### src/rtl/uart_cmd_bridge.sv
// UART command bridge: decodes byte-serial write/read frames into single 32-bit
// bus transactions and streams the response (ACK byte or read data) back out.
module uart_cmd_bridge #(
  parameter logic [15:0] TIMEOUT_CYC = 16'd2400,
  parameter logic [7:0]  CMD_WR      = 8'h57,
  parameter logic [7:0]  CMD_RD      = 8'h52,
  parameter logic [7:0]  ACK_BYTE    = 8'h4B
) (
  input  logic        CLK,
  input  logic        nPORESET,
  input  logic [7:0]  rx_data,
  input  logic        rx_valid,
  output logic        bus_req,
  output logic        bus_write,
  output logic [31:0] bus_addr,
  output logic [31:0] bus_wdata,
  input  logic        bus_ack,
  input  logic [31:0] bus_rdata,
  output logic [7:0]  tx_data,
  output logic        tx_valid,
  input  logic        tx_ready,
  output logic [7:0]  err_cnt
);

  typedef enum logic [2:0] {IDLE, ADDR, WDATA, BUS, RESP} state_t;

  state_t      state, state_nxt;
  logic        is_wr;
  logic [1:0]  byte_idx;
  logic [1:0]  idx_nxt;
  logic [15:0] to_cnt;
  logic [31:0] rsp_data;
  logic [7:0]  rsp_byte;

  logic cmd_ok, load_addr, load_wdata, start_bus, bus_done, tx_take, err_inc;

  assign cmd_ok  = (rx_data == CMD_WR) || (rx_data == CMD_RD);
  assign tx_take = tx_valid & tx_ready;
  assign idx_nxt = byte_idx + 2'd1;

  always_ff @(posedge CLK or negedge nPORESET) begin
    if (!nPORESET) state <= IDLE;
    else           state <= state_nxt;
  end

  // NOTE: every output of this block gets a default before the case, so no
  // path through it can leave a variable unassigned and infer a latch.
  always_comb begin
    state_nxt  = state;
    load_addr  = 1'b0;
    load_wdata = 1'b0;
    start_bus  = 1'b0;
    bus_done   = 1'b0;
    err_inc    = 1'b0;
    case (state)
      IDLE: begin
        if (rx_valid) begin
          if (cmd_ok) state_nxt = ADDR;
          else        err_inc   = 1'b1;
        end
      end
      ADDR: begin
        // A byte arriving on the timeout cycle wins over the timeout.
        if (rx_valid) begin
          load_addr = 1'b1;
          if (byte_idx == 2'd3) begin
            if (is_wr) begin
              state_nxt = WDATA;
            end else begin
              state_nxt = BUS;
              start_bus = 1'b1;
            end
          end
        end else if (to_cnt >= TIMEOUT_CYC - 16'd1) begin
          err_inc   = 1'b1;
          state_nxt = IDLE;
        end
      end
      WDATA: begin
        if (rx_valid) begin
          load_wdata = 1'b1;
          if (byte_idx == 2'd3) begin
            state_nxt = BUS;
            start_bus = 1'b1;
          end
        end else if (to_cnt >= TIMEOUT_CYC - 16'd1) begin
          err_inc   = 1'b1;
          state_nxt = IDLE;
        end
      end
      BUS: begin
        err_inc = rx_valid;
        if (bus_ack) begin
          bus_done  = 1'b1;
          state_nxt = RESP;
        end
      end
      RESP: begin
        err_inc = rx_valid;
        if (tx_take && (is_wr || byte_idx == 2'd3)) state_nxt = IDLE;
      end
      default: state_nxt = IDLE;
    endcase
  end

  always_comb begin
    rsp_byte = rsp_data[31:24];
    case (idx_nxt)
      2'd1:    rsp_byte = rsp_data[23:16];
      2'd2:    rsp_byte = rsp_data[15:8];
      2'd3:    rsp_byte = rsp_data[7:0];
      default: rsp_byte = rsp_data[31:24];
    endcase
  end

  // NOTE: sequential state uses non-blocking assignments so every register
  // samples the pre-edge values regardless of statement order.
  always_ff @(posedge CLK or negedge nPORESET) begin
    if (!nPORESET) begin
      is_wr     <= 1'b0;
      byte_idx  <= 2'd0;
      to_cnt    <= 16'd0;
      rsp_data  <= 32'd0;
      bus_req   <= 1'b0;
      bus_write <= 1'b0;
      bus_addr  <= 32'd0;
      bus_wdata <= 32'd0;
      tx_valid  <= 1'b0;
      tx_data   <= 8'd0;
      err_cnt   <= 8'd0;
    end else begin
      if (rx_valid)                          to_cnt <= 16'd0;
      else if (state == ADDR || state == WDATA) to_cnt <= to_cnt + 16'd1;
      else                                   to_cnt <= 16'd0;

      if (state == IDLE && rx_valid && cmd_ok) begin
        is_wr    <= (rx_data == CMD_WR);
        byte_idx <= 2'd0;
      end else if (load_addr || load_wdata || (state == RESP && tx_take)) begin
        byte_idx <= idx_nxt;
      end

      if (load_addr)  bus_addr  <= {bus_addr[23:0], rx_data};
      if (load_wdata) bus_wdata <= {bus_wdata[23:0], rx_data};

      if (start_bus) begin
        bus_req   <= 1'b1;
        bus_write <= is_wr;
      end

      if (bus_done) begin
        bus_req  <= 1'b0;
        tx_valid <= 1'b1;
        if (is_wr) begin
          tx_data <= ACK_BYTE;
        end else begin
          rsp_data <= bus_rdata;
          tx_data  <= bus_rdata[31:24];
        end
      end else if (state == RESP && tx_take) begin
        if (is_wr || byte_idx == 2'd3) tx_valid <= 1'b0;
        else                           tx_data  <= rsp_byte;
      end

      if (err_inc && err_cnt != 8'hFF) err_cnt <= err_cnt + 8'd1;
    end
  end

endmodule

### config.mk
export PLATFORM = sky130hd
export DESIGN_NAME = uart_cmd_bridge
export DESIGN_NICKNAME = d
export VERILOG_FILES = /design/src/rtl/uart_cmd_bridge.sv
export SDC_FILE = /design/constraint.sdc
export NUM_CORES = 1
export LEC_CHECK = 0
export CAP_MARGIN = 10
export CORE_ASPECT_RATIO = 1.75
export CORE_MARGIN = 10
export CORE_UTILIZATION = 30
export CTS_BUF_LIST = sky130_fd_sc_hd__clkbuf_4 sky130_fd_sc_hd__clkbuf_8
export DETAILED_ROUTE_END_ITERATION = 8
export GPL_TIMING_DRIVEN = 0
export SLEW_MARGIN = 20
export SYNTH_ARGS = -nofsm -noshare
export SYNTH_HDL_FRONTEND = slang
export SYNTH_SLANG_ARGS = --single-unit
### constraint.sdc
create_clock -name CLK -period 2.4 [get_ports CLK]
set_clock_uncertainty 0.2 [all_clocks]
set_input_delay 0.36 -clock CLK [delete_from_list [all_inputs] [get_ports CLK]]
set_output_delay 0.36 -clock CLK [all_outputs]
set_load 0.01 [all_outputs]
* Word-level counts from Yosys, hierarchy flattened *
Index checks and enable logic that the tools add are counted.

storage, ports and cells
  register bits after elaboration = 137
  input bits = 45
  output and inout port bits = 83
  word-level logic and storage cells = 98

cells by class
  $add $sub $neg = 3
  magnitude comparators = 1
  eq/ne operators = 18
  multiplexer cells = 41
  bitwise operators = 2
  reduce and logical (&&, ||, !) cells = 21

operators with widths
  cell                   count
  $mux 16                2
  $mux 8                 4
  $mux 3                 9
  $pmux 8 s3             1
  $mux 1                 20
  $add 16x1->16 const B  1
  $eq 8x7->1 const B     2
  $ge 16x12->1 const B   1
  $pmux 3 s5             1
  $ne 2x2->1 const B     5
  $add 8x1->8 const B    1
  $ne 8x8->1 const B     1
  $reduce_bool 2->1      4
  $eq 2x2->1 const B     3
  $eq 3x2->1 const B     2
  $ne 3x3->1 const B     2
  $reduce_and 2->1       3
  $reduce_and 6->1       1
  $logic_and 1x1->1      5
  $logic_or 1x1->1       5
  $mux 2                 2
  $reduce_or 2->1        2
  $eq 3x1->1 const B     1
  $eq 3x3->1 const B     1
  other kinds (7)        7

* Depth between registers and ports, before layout *
Gate-level depths: netlist of run 1.

  depth in word-level cells = 6
  depth in mapped cells = 8
  mapped depth without buffers = 7

* Worst setup path before layout of run 1 *
No wires, ideal clock.

  path kind = reg2reg
  from = register state[0]
  to = register tx_data[3]
  library setup time = 128 ps
  data arrival time = 1622 ps
  data required time = 2072 ps
  setup slack = 450 ps
  stages on the path, launching flop included = 6
  path buffers = 1
  clock period less this slack = 1950 ps
  path through = dfrtp_1 > and3b_2 > and2_1 > a41oi_1 > buf_2 > mux2_1

between the ends
  word-level cells in the longest chain between the ends = 4
  elaborated cells on any way between the ends = 8
  classes of those cells = eq/ne (3); mux (2); reduce/logical (3)

ends and longest elaborated chain
  element                                                           line     text
  from (decl)                                                       27       state_t state, state_nxt;
  from (signal assigned)                                            43       else state <= state_nxt;
  $eq 3x2->1 / $eq 3x3->1 (equally long branches)                   55, 160
  $mux 1 / $logic_and 1x1->1 (equally long branches)                55, 160
  $ne 2x2->1 (no line) / $reduce_bool 2->1 (equally long branches)  n/a
  $reduce_and 2->1 (no line)                                        n/a
  to (signal assigned)                                              158      tx_data <= bus_rdata[31:24];
  to (signal assigned)                                              162      else tx_data <= rsp_byte;
  to (decl)                                                         19       output logic [7:0] tx_data,

Several ways; a longest one is shown, not always the timed one.
A chain may end at the register's enable or synchronous reset.

* Worst setup path after layout of run 1 *
  from = register state[0]
  to = register tx_data[6]

The elaborated chain is that of the path after synthesis.

==> impl_metrics.toml, run 1 <==
[timing]
report.final.setup_viol = 0
final_min_period_over_clock_period_pct = 94.71
worst-slew-pin-transition_ns = 0.6347
post-route-min-period_ns = 2.273
finalHoldViolations = 0
slew_headroom_pct = 57.02
unrepaired_setup_endpoints_after_global_routing = "false"
slew_viol_final = 0
highest_clock_rate_ghz = 0.4399
setup-tns-final_ns = 0

[global_route]
grt_first_pass_wirelength_um = 25590
grt_antenna_before_repair = 0
global_route.overflow_total = 0
largest_net_degree_at_the_start_of_global_routing = 72
first_global_vias = 4608
grt.total_usage_pct = 12.38

[setup_path]
path_class = "flip-flop to flip-flop"
critPathArrivalTime_ns = 2.40
critical-path-top-delay-family = "simple AND/OR/NAND/NOR gates"
r2r_start = "state[0]$_DFFE_PN0P_"
cp.required_ns = 2.53
critical_path.cell_chain = "and3b_2 > and2_1 > a41oi_1 > buf_2 > mux2_1"
worst_path_max_delay_cell = "sky130_fd_sc_hd__dfrtp_1"
worst_setup_path_start_kind = "flip-flop"
critical_path_peak_fanout = 10
path_buf_inv = 1
timing.reg2reg.setup_slack_ns = 0.13
rr_worst_depth = 5
r2r-end = "tx_data[6]$_DFFE_PN0P_"
cp-end-kind = "flip-flop"
timing.critical_path.slowest_cell_delay_ns = 0.45

[logic_synthesis]
post_synth_xor_area_fraction_pct = 3.236
synth_compound_area_share_pct = 7.186
dominantRegCellSynth = "sky130_fd_sc_hd__dfrtp_1"
synthMuxAreaShare_pct = 19.27
post_synthesis_average_cell_area_um2 = 13.06
synth.cell_area_um2 = 5954
yosys.cell_types.count = 56
synthesis.nets = 507
synth_warnings = 0
synth_top_family_by_area = "multiplexers"
yosys.area_share.adder_pct = 1.261
synth-simple-area-share_pct = 8.363
synth_async_sr_flop_share_pct = 100.0
postSynthRegisterBits = 137
synth_enable_flop_cells = 0
yosysSeqAreaShare_pct = 57.58
synth_cells = 456

[finish]
antenna_cells = 0
final_common_cell = "sky130_fd_sc_hd__dfrtp_1"
stdcell_count = 858
stdcell_area_um2 = 7964
post_route_cells_drive_above_1_share_pct = 25.29
seq_area_um2 = 3428
synthToLayoutAreaGrowth_pct = 33.75
layout.nets = 652
multi_input_area_um2 = 2345
layout.cells.most_common_list = "137 x sky130_fd_sc_hd__dfrtp_1, 125 x sky130_fd_sc_hd__clkdlybuf4s50_1, 96 x sky130_fd_sc_hd__mux2_2, 24 x sky130_fd_sc_hd__nor2_1, 23 x sky130_fd_sc_hd__nand2_1"
n_fill_cell = 1883
fraction_of_the_core_area_covered_by_cells_at_the_end_of_the_flow_pct = 40.52

[clocking]
cts_made_buffers = 17
worstSkewPairLatency_ns = 0.45
tritoncts_num_sinks = 137
clkSlewWorstSetupHoldPaths_ns = 0.09
clock_tree.buffer_depth = 2
clock-root-buffer = "sky130_fd_sc_hd__clkbuf_8"
h_tree_level_count = 4
cts_tree = "built"

[floorplan]
design.die.area_um2 = 26110
initial_core_utilization_pct = 30.30
io_pins = 128
chipHeight_um = 206.4
core_area_um2 = 19650
die_width_um = 126.5
floorplan.rows = 68

[power_and_ir_drop]
power.share.switching_pct = 32.83
p_sw_mw = 3.063
powerDensity_nw_per_um2 = 1172
part_of_the_power_in_the_clock_network_pct = 20.8
cell_internal_pwr_mw = 6.267
sequentialPowerShare_pct = 40.3
comb_power_share_pct = 39.0
p_leak_nw = 3.466
power.ir.vdd_worst_v = 0.0008138

[routing]
vias = 4151
via_density = 4.838
dr.pass1.iters = 4
detail-route-antenna-nets = 0
post-route-drc-count = 0
detail_route.wirelength_um = 15870
first_iter_violations = 267
post_drt_wl_per_cell_um = 18.49

[min_path]
hold_path_end = "to_cnt[1]$_DFF_PN0_"
worstHoldPathType = "input port to flip-flop"
hold_path_depth = 3
holdCritStartpoint = "rx_valid"

[placed_design]
hpwl_um = 11970
gpl.final_weighted_congestion = 0.7860
placedInstanceArea_um2 = 7555
port_buffers = 126
placedCellCount = 828

[job]
maxCapViolCount = 0

[status]
outcome = "finished, final reports clean"
## state kept, by name, indices dropped and copies added, names as in the netlist
name / flops
rsp_data: 32
is_wr: 1
err_cnt: 8
to_cnt: 16
bus_addr: 32
state: 3
tx_valid: 1
bus_wdata: 32
bus_write: 1
tx_data: 8
bus_req: 1
byte_idx: 2
## worst max-delay path by stage
| stage | depth (start not counted) | endpoint | slack (ns) | start |
|---|---|---|---|---|
| final | 5 | tx_data[6]$_DFFE_PN0P_ | 0.13 | state[0]$_DFFE_PN0P_ |
| after CTS | 5 | tx_data[6]$_DFFE_PN0P_ | 0.11 | state[0]$_DFFE_PN0P_ |
| after detailed placement | 6 | err_cnt[1]$_DFFE_PN0P_ | -0.02 | rx_data[7] |
| after global routing | 5 | tx_data[3]$_DFFE_PN0P_ | 0.02 | state[0]$_DFFE_PN0P_ |
| after floorplan | 5 | tx_data[3]$_DFFE_PN0P_ | 0.45 | state[0]$_DFFE_PN0P_ |
| after global placement | 1 | rsp_data[10]$_DFFE_PN0P_ | -4.62 | nPORESET |
## layer usage
layer  GRT usage, %  vias up  routed length [um]
li1               -     1937                   -
met1          12.65     2068                5846
met2          22.17      132                8655
met3          4.801       14                1125
met4          4.735        0                 239
met5              0        -                   0
## kinds of logic after synthesis
| logic type | after synthesis |
|---|---|
| flip-flops | 137 |
| multiplexers | 102 |
| AND/OR/NAND/NOR | 96 |
| AO/OA/AOI/OAI | 60 |
| buffers and inverters | 33 |
| XOR/XNOR | 22 |
| adder cells (fa/ha/maj) | 6 |
## synth_stat cells (2+ instances only)
library cell               number  area (um^2)
sky130_fd_sc_hd__dfrtp_1      137         3428
sky130_fd_sc_hd__mux2_2        96         1081
sky130_fd_sc_hd__nor2_1        24        90.09
sky130_fd_sc_hd__nand2_1       23        86.33
sky130_fd_sc_hd__a21oi_1       17        85.08
sky130_fd_sc_hd__o21ai_0       13        65.06
sky130_fd_sc_hd__xor2_1        13        113.9
sky130_fd_sc_hd__inv_1         11        41.29
sky130_fd_sc_hd__buf_2         10        50.05
sky130_fd_sc_hd__nand3_1       10        50.05
sky130_fd_sc_hd__xnor2_1        9        78.83
sky130_fd_sc_hd__a222oi_1       8        80.08
sky130_fd_sc_hd__nor3_1         8        40.04
sky130_fd_sc_hd__clkbuf_1       6        22.52
sky130_fd_sc_hd__ha_1           6        75.07
sky130_fd_sc_hd__mux2_1         5        56.30
sky130_fd_sc_hd__a221oi_1       4        35.03
sky130_fd_sc_hd__nand4_1        4        25.02
sky130_fd_sc_hd__or3_1          4        25.02
sky130_fd_sc_hd__and2_1         3        18.77
sky130_fd_sc_hd__nand3b_1       3        22.52
sky130_fd_sc_hd__nor4_1         3        18.77
sky130_fd_sc_hd__a211oi_1       2        15.01
sky130_fd_sc_hd__and4_1         2        17.52
sky130_fd_sc_hd__buf_4          2        15.01
sky130_fd_sc_hd__buf_6          2        22.52
sky130_fd_sc_hd__nand2b_1       2        12.51
## power groups by stage
stage                     logic, mW  registers [mW]  clock network [mW]
final                          3.64            3.76                1.94
after global routing           3.97            3.89                2.11
after CTS                      3.73            3.78                2.02
after detailed placement       3.70            3.81                   0
after global placement         3.62            3.78                   0
after floorplan                1.46            3.97                   0
## worst register-to-register path, cell delays in order, from the launching register on
cell,delay (ns)
sky130_fd_sc_hd__dfrtp_1,0.45
sky130_fd_sc_hd__and3b_2,0.28
sky130_fd_sc_hd__and2_1,0.20
sky130_fd_sc_hd__a41oi_1,0.38
sky130_fd_sc_hd__buf_2,0.32
sky130_fd_sc_hd__mux2_1,0.34
## layout make-up
type	count	area share, %
Timing Repair Buffer	128	16.37
Clock buffer	22	3.645
Buffer	20	1.712
Sequential cell	137	43.05
Clock inverter	9	1.414
Multi-Input combinational cell	286	29.44
Inverter	11	0.5185
Tap cell	245	3.849
## through the flow
stage	power [mW]	setup slack, ns	hold slack, ns
6_report	9.330	0.1269	0.07477
5_1_grt	9.967	0.01968	0.05384
4_1_cts	9.530	0.1092	0.02958
3_5_place_dp	7.518	-0.02089	0.1500
3_3_place_gp	7.407	-4.620	0.2708
2_1_floorplan	5.424	0.4503	-0.1356
## timing repair
item,in CTS,in global routing
endpoints found under the hold margin,66,0
setup endpoints to repair,0,2
buffers inserted,0,0
hold buffers,1,0
resized for setup,0,1
Power figures use the tool's default switching activity.
==> run 2: changes to the inputs <==
CORE_MARGIN = default   (was 10)
==> impl_metrics.toml, run 2 (same netlist as run 1, synthesis figures left out) <==
[power_and_ir_drop]
powerDensity_nw_per_um2 = 1149
p_leak_nw = 3.451
post-layout-total-power_mw = 9.124
power.ir.vdd_worst_v = 0.0006040

[global_route]
grt_antenna_before_repair = 0
globalRouteMet2Util_pct = 28.53
largest_net_degree_at_the_start_of_global_routing = 77
grt_first_pass_wirelength_um = 23720
grt.total_usage_pct = 15.35
groute.layer.met3.usage_pct = 4.600
first_global_vias = 4601
grt.busiest_layer = "met2"
grt_util_met1_pct = 15.55
global_route.overflow_total = 0

[floorplan]
io_pins = 128
chipHeight_um = 188.4
floorplan.rows = 67
die_width_um = 108.5
core_area_um2 = 19280
design.die.area_um2 = 20440
initial_core_utilization_pct = 30.88

[timing]
slew_headroom_pct = 59.24
post-route-min-period_ns = 2.267
setup_slack_ns = 0.1328
finalHoldViolations = 0
worst-slew-pin-transition_ns = 0.6059
final_min_period_over_clock_period_pct = 94.47
holdWs_ns = 0.08283
highest_clock_rate_ghz = 0.4411
unrepaired_setup_endpoints_after_global_routing = "false"
report.final.setup_viol = 0
slew_viol_final = 0

[routing]
via_density = 4.876
post_drt_wl_per_cell_um = 17.16
first_iter_violations = 194
dr.pass1.iters = 7
detail_route.wirelength_um = 14700
vias = 4179
detail-route-antenna-nets = 0
post-route-drc-count = 0

[finish]
synthToLayoutAreaGrowth_pct = 33.37
largestRegisters = "bus_addr x32, bus_wdata x32, rsp_data x32"
seq_area_um2 = 3428
n_fill_cell = 1900
layout.nets = 654
antenna_cells = 0
final_common_cell = "sky130_fd_sc_hd__dfrtp_1"
multi_input_area_um2 = 2345
stdcell_area_um2 = 7941
layout.cells.most_common_list = "137 x sky130_fd_sc_hd__dfrtp_1, 125 x sky130_fd_sc_hd__clkdlybuf4s50_1, 96 x sky130_fd_sc_hd__mux2_2, 24 x sky130_fd_sc_hd__nor2_1, 23 x sky130_fd_sc_hd__nand2_1"
post_route_cells_drive_above_1_share_pct = 25.32

[placed_design]
placedInstanceArea_um2 = 7550
port_buffers = 126
gpl.final_weighted_congestion = 0.7729
hpwl_um = 10800
dp_worst_setup_slack_ns = -0.1076

[clocking]
clock-root-buffer = "sky130_fd_sc_hd__clkbuf_8"
h_tree_level_count = 4
cts_post_setup_buffers_inserted = 0
worstSkewPairLatency_ns = 0.45
cts_tree = "built"
clock_tree.buffer_depth = 2
cts_made_buffers = 17
tritoncts_num_sinks = 137
clkSlewWorstSetupHoldPaths_ns = 0.09

[status]
outcome = "finished, final reports clean"

[setup_path]
cp.required_ns = 2.51
cp-end-kind = "flip-flop"
path_class = "flip-flop to flip-flop"
critical_path_peak_fanout = 10
worst_setup_path_start_kind = "flip-flop"
critPathArrivalTime_ns = 2.38

[min_path]
worstHoldPathType = "input port to flip-flop"

[job]
maxCapViolCount = 0
[run 2: changes by cell type in the layout (fill, tap and decap cells not counted)]
cell	previous run	this run
sky130_fd_sc_hd__clkbuf_1	4	6
sky130_fd_sc_hd__clkinvlp_4	1	3
sky130_fd_sc_hd__inv_6	3	1
sky130_fd_sc_hd__bufinv_16	2	1
sky130_fd_sc_hd__clkbuf_4	2	3
sky130_fd_sc_hd__clkbuf_8	21	20
sky130_fd_sc_hd__clkinv_2	2	3
sky130_fd_sc_hd__clkinv_4	1	2
[run 2: layout make-up]
| type | instances | share of cell area (%) |
|---|---|---|
| sequential | 137 | 43.17 |
| multi-input combinational | 286 | 29.53 |
| timing repair buffer | 128 | 16.42 |
| tap | 241 | 3.797 |
| clock buffer | 22 | 3.576 |
| buffer | 22 | 1.812 |
| clock inverter | 10 | 1.182 |
| inverter | 11 | 0.5199 |
[run 2: routing by layer]
metal / vias up / wire length (um) / part of all wire [%]
met5: - / 0 / 0
met1: 2110 / 5434 / 37
met2: 119 / 8144 / 55
met3: 14 / 899 / 6.1
met4: 0 / 223 / 1.5
li1: 1936 / - / -
[run 2: path summary, 6_finish.rpt]
path,from,to,slack (ns),depth (start not counted)
max in group asynchronous,nPORESET,bus_wdata[9]$_DFFE_PN0P_,1.01,3
min in group asynchronous,nPORESET,bus_write$_DFFE_PN0P_,0.24,2
worst min-delay path,rx_valid,to_cnt[1]$_DFF_PN0_,0.08,3
worst min register to register,rsp_data[25]$_DFFE_PN0P_,rsp_data[25]$_DFFE_PN0P_,0.31,1
worst max-delay path,state[2]$_DFFE_PN0P_,rsp_data[11]$_DFFE_PN0P_,0.13,5
worst max register to register,state[2]$_DFFE_PN0P_,rsp_data[11]$_DFFE_PN0P_,0.13,5
[run 2: power by group]
part | switching [mW] | total (mW) | internal (mW) | leakage [nW]
Clock | 0.889 | 1.80 | 0.908 | 0.189
Sequential | 0.620 | 3.76 | 3.14 | 1.76
Combinational | 1.47 | 3.57 | 2.10 | 1.50
[run 2: stage by stage]
stage	instances	TNS, ns	util [%]
after floorplan	456	0	-
after global placement	823	-647.71	38.99
after detailed placement	824	-0.2239	39.16
after CTS	857	0	41.17
after global routing	857	0	41.19
final	857	0	41.19
[run 2: repair_timing]
action	4_1_cts	5_1_grt
endpoints found under the hold margin	61	0
gates resized for setup	0	1
endpoints found under the setup margin	0	1
hold buffers	1	0
[run 2: critical path, stage by stage, from the launching register on]
cell                      delay, ns
sky130_fd_sc_hd__dfrtp_1       0.42
sky130_fd_sc_hd__and3b_2       0.30
sky130_fd_sc_hd__nand2_1       0.18
sky130_fd_sc_hd__nor2_4        0.33
sky130_fd_sc_hd__buf_2         0.34
sky130_fd_sc_hd__mux2_1        0.37
==> run 3: changes to the inputs <==
SLEW_MARGIN = default   (was 20)
==> impl_metrics.toml, run 3 (same netlist as run 1, synthesis figures left out) <==
[setup_path]
critical_path_peak_fanout = 10
critPathArrivalTime_ns = 2.38
cp-end-kind = "flip-flop"
worst_setup_path_start_kind = "flip-flop"
path_class = "flip-flop to flip-flop"
cp.required_ns = 2.51

[placed_design]
gpl.final_weighted_congestion = 0.7729
placedCellCount = 824
dp_worst_setup_slack_ns = -0.1076
placedInstanceArea_um2 = 7546
port_buffers = 126
hpwl_um = 10790

[global_route]
grt_antenna_before_repair = 0
largest_net_degree_at_the_start_of_global_routing = 77
global_route.overflow_total = 0
grt.total_usage_pct = 15.35
first_global_vias = 4605
grt_first_pass_wirelength_um = 23720
globalRouteMet2Util_pct = 28.60
grt.busiest_layer = "met2"
groute.layer.met3.usage_pct = 4.600
grt_util_met1_pct = 15.48

[clocking]
clkSlewWorstSetupHoldPaths_ns = 0.09
tritoncts_num_sinks = 137
cts_made_buffers = 17
cts_post_setup_buffers_inserted = 0
clock-root-buffer = "sky130_fd_sc_hd__clkbuf_8"
worstSkewPairLatency_ns = 0.45
cts_tree = "built"
h_tree_level_count = 4
clock_tree.buffer_depth = 2

[power_and_ir_drop]
comb_power_share_pct = 39.1
power.share.switching_pct = 32.71
powerDensity_nw_per_um2 = 1149
power.ir.vdd_worst_v = 0.0006041
post-layout-total-power_mw = 9.123
p_sw_mw = 2.984
cell_internal_pwr_mw = 6.139
p_leak_nw = 3.450
sequentialPowerShare_pct = 41.2
part_of_the_power_in_the_clock_network_pct = 19.7

[timing]
setup_slack_ns = 0.1352
worst-slew-pin-transition_ns = 0.6069
slew_viol_final = 0
slew_headroom_pct = 59.17
report.final.setup_viol = 0
finalHoldViolations = 0
post-route-min-period_ns = 2.265
final_min_period_over_clock_period_pct = 94.37
highest_clock_rate_ghz = 0.4415
unrepaired_setup_endpoints_after_global_routing = "false"

[finish]
stdcell_area_um2 = 7938
largestRegisters = "bus_addr x32, bus_wdata x32, rsp_data x32"
seq_area_um2 = 3428
final_common_cell = "sky130_fd_sc_hd__dfrtp_1"
fraction_of_the_core_area_covered_by_cells_at_the_end_of_the_flow_pct = 41.17
antenna_cells = 0
post_route_cells_drive_above_1_share_pct = 25.32
layout.cells.most_common_list = "137 x sky130_fd_sc_hd__dfrtp_1, 125 x sky130_fd_sc_hd__clkdlybuf4s50_1, 96 x sky130_fd_sc_hd__mux2_2, 24 x sky130_fd_sc_hd__nor2_1, 23 x sky130_fd_sc_hd__nand2_1"
stdcell_count = 857
layout.nets = 654
multi_input_area_um2 = 2345
synthToLayoutAreaGrowth_pct = 33.31
n_fill_cell = 1895

[job]
maxCapViolCount = 0

[routing]
post-route-drc-count = 0
first_iter_violations = 194
post_drt_wl_per_cell_um = 17.16
detail_route.wirelength_um = 14700
vias = 4164
detail-route-antenna-nets = 0
via_density = 4.859
dr.pass1.iters = 5

[min_path]
worstHoldPathType = "input port to flip-flop"

[floorplan]
design.die.area_um2 = 20440
initial_core_utilization_pct = 30.88
die_width_um = 108.5
core_area_um2 = 19280
floorplan.rows = 67
chipHeight_um = 188.4
io_pins = 128

[status]
outcome = "finished, final reports clean"
## run 3: path summary, 6_finish.rpt
| kind | endpoint | depth (start not counted) | slack (ns) | startpoint |
|---|---|---|---|---|
| hold / removal | to_cnt[1]$_DFF_PN0_ | 3 | 0.08 | rx_valid |
| setup / recovery | rsp_data[11]$_DFFE_PN0P_ | 5 | 0.14 | state[2]$_DFFE_PN0P_ |
| max in group asynchronous | bus_wdata[9]$_DFFE_PN0P_ | 3 | 0.94 | nPORESET |
| setup reg to reg | rsp_data[11]$_DFFE_PN0P_ | 5 | 0.14 | state[2]$_DFFE_PN0P_ |
| hold reg to reg | rsp_data[25]$_DFFE_PN0P_ | 1 | 0.31 | rsp_data[25]$_DFFE_PN0P_ |
| min in group asynchronous | bus_write$_DFFE_PN0P_ | 2 | 0.26 | nPORESET |
## run 3: timing repair
item | in CTS | in global routing
setup endpoints to repair | 0 | 1
gates resized for setup | 0 | 1
hold buffers | 1 | 0
endpoints found under the hold margin | 61 | 0
## run 3: worst max-delay path, cell delays in order (launching register included)
cell,delay (ns)
sky130_fd_sc_hd__dfrtp_1,0.42
sky130_fd_sc_hd__and3b_2,0.30
sky130_fd_sc_hd__nand2_1,0.18
sky130_fd_sc_hd__nor2_4,0.32
sky130_fd_sc_hd__buf_2,0.34
sky130_fd_sc_hd__mux2_1,0.36
## run 3: area by class of cell
cell class,count,area share (%)
buffer,22,1.813
clock buffer,22,3.578
clock inverter,10,1.182
inverter,11,0.5202
multi-input combinational,286,29.54
sequential,137,43.19
tap,241,3.799
timing repair buffer,128,16.38
## run 3: routing by layer
metal / up-vias / share of wire (%)
met5: - / 0
met4: 0 / 1.5
met3: 14 / 6.1
met2: 118 / 55
met1: 2095 / 37
li1: 1937 / -
## run 3: power groups by stage
stage,registers (mW),logic (mW),clock network (mW)
2_1_floorplan,3.97,1.46,0
3_3_place_gp,3.77,3.55,0
3_5_place_dp,3.82,3.61,0
4_1_cts,3.78,3.63,1.87
5_1_grt,3.88,3.87,1.96
6_report,3.75,3.57,1.80
## run 3: through the flow
| stage | hold WS [ns] | setup TNS (ns) |
|---|---|---|
| global placement | 0.2721 | -647.71 |
| floorplan | -0.1356 | 0 |
| detailed placement | 0.2079 | -0.2239 |
| global route | 0.05808 | 0 |
| CTS | 0.04170 | 0 |
| finish | 0.08274 | 0 |
